$ cat src/rtl/nios2_oci_trace_capture.sv
// Debug trace capture FIFO. Frames of {count, buffer} are queued while
// capturing. When the test starts ending, capture stops and the queued
// frames drain to the consumer. Once the test has ended and the FIFO is
// empty, the block parks in DONE until reset. Frames that arrive while
// the FIFO is full are dropped and counted in a saturating counter.
module nios2_oci_trace_capture #(
   parameter int DCT_W = 30,
   parameter int CNT_W = 4,
   parameter int DEPTH = 16,
   parameter int OVF_W = 8
) (
   input  logic                     clk,
   input  logic                     reset_n,
   input  logic [DCT_W-1:0]         dct_buffer,
   input  logic [CNT_W-1:0]         dct_count,
   input  logic                     dct_valid,
   input  logic                     test_ending,
   input  logic                     test_has_ended,
   output logic                     out_valid,
   input  logic                     out_ready,
   output logic [CNT_W+DCT_W-1:0]   out_data,
   output logic [$clog2(DEPTH):0]   level,
   output logic                     overflow,
   output logic [OVF_W-1:0]         drop_count,
   output logic [1:0]               state,
   output logic                     done
);

   localparam int PTR_W   = $clog2(DEPTH);
   localparam int LVL_W   = PTR_W + 1;
   localparam int FRAME_W = CNT_W + DCT_W;
   localparam logic [LVL_W-1:0] FULL_LEVEL = LVL_W'(DEPTH);

   typedef enum logic [1:0] {
      ST_CAPTURE = 2'd0,
      ST_DRAIN   = 2'd1,
      ST_DONE    = 2'd2
   } state_t;

   state_t               r_state;
   state_t               w_stateNext;
   logic                 r_ended;
   logic                 w_endedNext;
   logic [FRAME_W-1:0]   r_mem [DEPTH];
   logic [PTR_W-1:0]     r_wrPtr;
   logic [PTR_W-1:0]     r_rdPtr;
   logic [LVL_W-1:0]     r_level;
   logic [LVL_W-1:0]     w_levelNext;
   logic                 r_overflow;
   logic [OVF_W-1:0]     r_dropCount;
   logic                 w_notEmpty;
   logic                 w_full;
   logic                 w_pushReq;
   logic                 w_push;
   logic                 w_pop;
   logic                 w_drop;

   assign w_notEmpty = (r_level != '0);
   assign w_full     = (r_level == FULL_LEVEL);

   // Zero-count frames carry no trace slots, so they are neither stored nor
   // counted as drops. A full FIFO still accepts a frame if the head leaves
   // in the same cycle.
   assign w_pushReq = dct_valid && (dct_count != '0) && (r_state == ST_CAPTURE);
   assign w_pop     = w_notEmpty && out_ready;
   assign w_push    = w_pushReq && (!w_full || w_pop);
   assign w_drop    = w_pushReq && w_full && !w_pop;

   // Occupancy after this cycle's push and pop, also used by the FSM so
   // DONE is reached on the same edge the last frame leaves.
   always_comb begin
      w_levelNext = r_level;
      case ({w_push, w_pop})
         2'b10:   w_levelNext = r_level + 1'b1;
         2'b01:   w_levelNext = r_level - 1'b1;
         default: w_levelNext = r_level;
      endcase
   end

   // Next-state logic; test_has_ended is remembered so a short pulse seen
   // while frames are still queued is not lost.
   always_comb begin
      w_stateNext = r_state;
      w_endedNext = r_ended | test_has_ended;
      case (r_state)
         ST_CAPTURE: begin
            if (test_ending || test_has_ended) begin
               w_stateNext = ST_DRAIN;
            end
         end
         ST_DRAIN: begin
            if (w_endedNext && (w_levelNext == '0)) begin
               w_stateNext = ST_DONE;
            end
         end
         ST_DONE: begin
            w_stateNext = ST_DONE;
         end
         default: begin
            w_stateNext = ST_CAPTURE;
         end
      endcase
   end

   // State register, pointers, occupancy and drop accounting.
   always_ff @(posedge clk) begin
      if (!reset_n) begin
         r_state     <= ST_CAPTURE;
         r_ended     <= 1'b0;
         r_wrPtr     <= '0;
         r_rdPtr     <= '0;
         r_level     <= '0;
         r_overflow  <= 1'b0;
         r_dropCount <= '0;
      end else begin
         r_state <= w_stateNext;
         r_ended <= w_endedNext;
         r_level <= w_levelNext;
         if (w_push) begin
            r_wrPtr <= r_wrPtr + 1'b1;
         end
         if (w_pop) begin
            r_rdPtr <= r_rdPtr + 1'b1;
         end
         if (w_drop) begin
            r_overflow <= 1'b1;
            if (r_dropCount != '1) begin
               r_dropCount <= r_dropCount + 1'b1;
            end
         end
      end
   end

   // Frame storage; contents are never cleared because the head is masked
   // whenever the FIFO is empty.
   always_ff @(posedge clk) begin
      if (reset_n && w_push) begin
         r_mem[r_wrPtr] <= {dct_count, dct_buffer};
      end
   end

   assign out_valid  = w_notEmpty;
   assign out_data   = w_notEmpty ? r_mem[r_rdPtr] : '0;
   assign level      = r_level;
   assign overflow   = r_overflow;
   assign drop_count = r_dropCount;
   assign state      = r_state;
   assign done       = (r_state == ST_DONE);

endmodule

$ cat config.mk
export PLATFORM = sky130hd
export DESIGN_NAME = nios2_oci_trace_capture
export DESIGN_NICKNAME = d
export VERILOG_FILES = /design/src/rtl/nios2_oci_trace_capture.sv
export SDC_FILE = /design/constraint.sdc
export NUM_CORES = 1
export LEC_CHECK = 0
export BUFFER_PORTS_ARGS = -buffer_cell sky130_fd_sc_hd__clkbuf_2
export CAP_MARGIN = 0
export CORE_MARGIN = 1
export CORE_UTILIZATION = 40
export DETAILED_ROUTE_END_ITERATION = 8
export GPL_TIMING_DRIVEN = 0
export HOLD_SLACK_MARGIN = 0.03
export SLEW_MARGIN = 20
export SYNTH_ARGS = -nofsm -noshare
export SYNTH_HDL_FRONTEND = slang
export SYNTH_SLANG_ARGS = --single-unit
$ cat constraint.sdc
create_clock -name clk -period 10 [get_ports clk]
set_input_delay 2 -clock clk [delete_from_list [all_inputs] [get_ports clk]]
set_output_delay 2 -clock clk [all_outputs]
set_load 0.1 [all_outputs]
==> flow_metrics.py <==
metrics = {
    "final_layout": {
        "nFillCells": 4514,
        "multiInputGateArea_um2": 5260,
        "drive_above_1_share_pct": 33.7,
        "finalNetCount": 1251,
        "syn2layout_area_growth_pct": 18.0,
        "fin_area_um2": 26300,
        "seq_area_um2": 16900,
        "fin_cells": 1983,
    },
    "floorplan": {
        "die_h_um": 238,
        "die_w_um": 238,
        "core_um2": 55100,
        "ios": 92,
        "die-area_um2": 56700,
        "rows": 86,
        "start_util_pct": 40.5,
    },
    "place": {
        "place_inst": 1887,
        "postPlaceCellArea_um2": 24600,
        "dp_hpwl_um": 32100,
        "gp_congestion": 0.753,
        "pre_cts_ws_ps": 4260,
        "io_buffers": 90,
    },
    "timing": {
        "setup_violations": 0,
        "tightest_slew_ps": 1030,
        "setup_ws_ps": 3690,
        "finalClockSkew_ps": 22.7,
        "drv_slew": 0,
        "setup_tns_ps": 0,
        "fin_crit_sh_pct": 63.1,
        "max_freq_ghz": 0.158,
        "hold_violations": 0,
        "min_period_ps": 6310,
        "rsz0062_at_grt": "no",
        "slew_headroom_pct": 31.2,
    },
    "global_route": {
        "grt_pass1_wl_um": 73400,
        "track_usage_pct": 17.9,
        "first_global_vias": 11000,
        "grt_max_degree": 19,
        "overflow": 0,
        "antenna_found_initial": 2,
    },
    "critical_path": {
        "worstPathRequired_ps": 8000,
        "arrival_ps": 4310,
        "cpMostUsedCell": "clkbuf_1",
        "cpMaxStageDelayCell": "clkbuf_1",
        "worstSetupEndpointType": "output pin",
        "crit_type": "register to output pin",
        "cp_max_fo": 10,
        "start_kind": "register",
        "reg2reg_slack_ps": 6270,
        "max_stage_delay_ps": 700,
        "crit_chain": "clkbuf_1 > clkbuf_1 > clkbuf_1 > mux4_2 > mux4_2 > and2_1 > clkbuf_2",
    },
    "logic_synthesis": {
        "syn_inst": 1005,
        "syn-num-nets": 1059,
        "yosys_warnings": 0,
        "dominantRegCellSynth": "edfxtp_1",
        "synth-seq-cells": 573,
        "ys_seq_area_share_pct": 75.8,
        "yosys.area.top_type_share_pct": 73.2,
        "synth_edf_count": 544,
        "ys_types": 44,
        "synth_common_cells": "edfxtp_1 (544), mux4_2 (170), nor2_1 (42)",
        "yosysMostFrequentCell": "edfxtp_1",
        "synth_area_leader_cell": "edfxtp_1",
        "synth_area_leaders": "edfxtp_1 (73%), mux4_2 (17%), dfxtp_1 (2.6%)",
        "syn_avg_cell_area_um2": 22.2,
        "async_flop_share_pct": 0,
        "netlist_area_um2": 22300,
    },
    "power_and_ir_drop": {
        "p_int_mw": 4.32,
        "power_frac_seq_pct": 41.0,
        "ir_drop_mv": 0.228,
        "clkPwrFrac_pct": 30.2,
        "combPwrFrac_pct": 28.8,
        "swShare_pct": 34.8,
        "p_sw_mw": 2.30,
        "p_per_area_nw_per_um2": 251,
        "p_leak_nw": 8.27,
    },
    "cts": {
        "postCtsSetupRepairBufs": 0,
        "clkTransAtPathRegs_ps": 60,
        "cts_tree": "done",
        "htreeDepth": 2,
        "cts_inserted_buffers": 56,
        "cts_num_sinks": 573,
        "clockBufferDepth": 3,
        "holdBufCountCts": 0,
        "clk_latency_ps": 610,
        "cts_resized": 0,
        "root_buffer": "clkbuf_16",
    },
    "worst_hold_path": {
        "min_path_type": "register to register",
    },
    "detailed_routing": {
        "wire_per_inst_um": 24.7,
        "vias": 10600,
        "ant_nets": 0,
        "drt_wl_total_um": 49000,
        "via_per_inst": 5.33,
        "drtIter0Drc": 923,
        "drc_errors": 0,
        "first_pass_iters": 5,
    },
    "flow_run": {
        "max-cap-violations": 0,
    },
    "outcome": {
        "status": "finished, final reports clean",
    },
}
## state kept, by name, summed over array words and instances, names as in the netlist, named ones only
signal / cells
r_ended: 1
r_wrPtr: 4
state: 2
overflow: 1
level: 5
r_rdPtr: 4
drop_count: 8
r_mem: 544
## worst paths after layout
kind,cells past startpoint,endpoint,startpoint
worst max-delay path,7,out_data[31],register
worst min-delay path,2,overflow,overflow
worst max register to register,11,r_mem[3][20],state[0]
worst min register to register,2,overflow,overflow
## metrics by stage
| step | total power [mW] | hold WS, ps | utilization (%) |
|---|---|---|---|
| 3_3_place_gp | 4.67 | 480 | 43.0 |
| 6_report | 6.62 | 487 | 47.8 |
| 4_1_cts | 6.69 | 496 | 47.8 |
| 3_5_place_dp | 4.70 | 478 | 44.7 |
| 5_1_grt | 6.86 | 528 | 47.8 |
| 2_1_floorplan | 4.25 | 459 | - |
## kinds of logic (layout without fill, tap and decap cells)
group | Yosys count | after routing | share of synthesized area (%)
AOI/OAI and AO/OA | 34 | 34 | 1.26
xor gates and xnor gates | 13 | 13 | 0.510
adders and majority gates | 14 | 14 | 0.818
buffers and inverters | 62 | 291 | 1.12
DFF | 573 | 573 | 75.8
muxes | 174 | 174 | 17.3
other | 0 | 1 | 0
and+or+nand+nor | 135 | 135 | 3.17
## per-layer routing
metal | track usage, % | wire length [µm] | vias up
met5 | 0 | 27 | -
met4 | 4.23 | 864 | 4
met3 | 3.35 | 2620 | 67
met2 | 30.0 | 24800 | 299
met1 | 24.3 | 20700 | 5599
li1 | - | - | 4610
## layout make-up
type	instances	share of cell area, %
Antenna cell	1	0.00950
Sequential cell	573	64.2
Clock inverter	27	0.941
Clock buffer	68	5.57
Tap cell	748	3.55
Inverter	9	0.128
Timing Repair Buffer	134	4.73
Buffer	53	0.860
Multi-Input combinational cell	370	20.0
## power by group through the flow
stage | clock (mW) | sequential [mW] | combinational [mW]
4_1_cts | 2.04 | 2.71 | 1.94
3_3_place_gp | 0 | 2.77 | 1.91
5_1_grt | 2.13 | 2.72 | 2.02
6_report | 2.00 | 2.71 | 1.91
2_1_floorplan | 0 | 2.83 | 1.42
3_5_place_dp | 0 | 2.76 | 1.93
## critical path, delay by kind of cell, from the launching register on
kind / cells / cell delay, ps
multiplexers: 2 / 930
flip-flops: 1 / 310
buffers and inverters: 4 / 2270
AND/OR/NAND/NOR: 1 / 190
## cell usage in the layout, fill, tap and decap left out, types with 5 or more instances in the layout
| master | synthesis | routed |
|---|---|---|
| clkbuf_1 | 36 | 43 |
| buf_4 | 0 | 15 |
| and2_1 | 38 | 38 |
| nor2_4 | 0 | 12 |
| ha_1 | 13 | 13 |
| clkbuf_16 | 0 | 57 |
| nand2_1 | 14 | 14 |
| buf_2 | 8 | 9 |
| inv_1 | 9 | 9 |
| nand4_1 | 7 | 7 |
| clkinv_2 | 0 | 6 |
| a21oi_1 | 12 | 12 |
| nand3_1 | 12 | 12 |
| nor2_1 | 42 | 30 |
| edfxtp_1 | 544 | 544 |
| buf_6 | 1 | 6 |
| xor2_1 | 10 | 10 |
| clkinv_1 | 0 | 14 |
| mux4_2 | 170 | 170 |
| nor3_1 | 9 | 5 |
| clkbuf_2 | 0 | 97 |
| dfxtp_1 | 29 | 29 |
| buf_16 | 0 | 20 |
(Power assumes the default switching activity.)
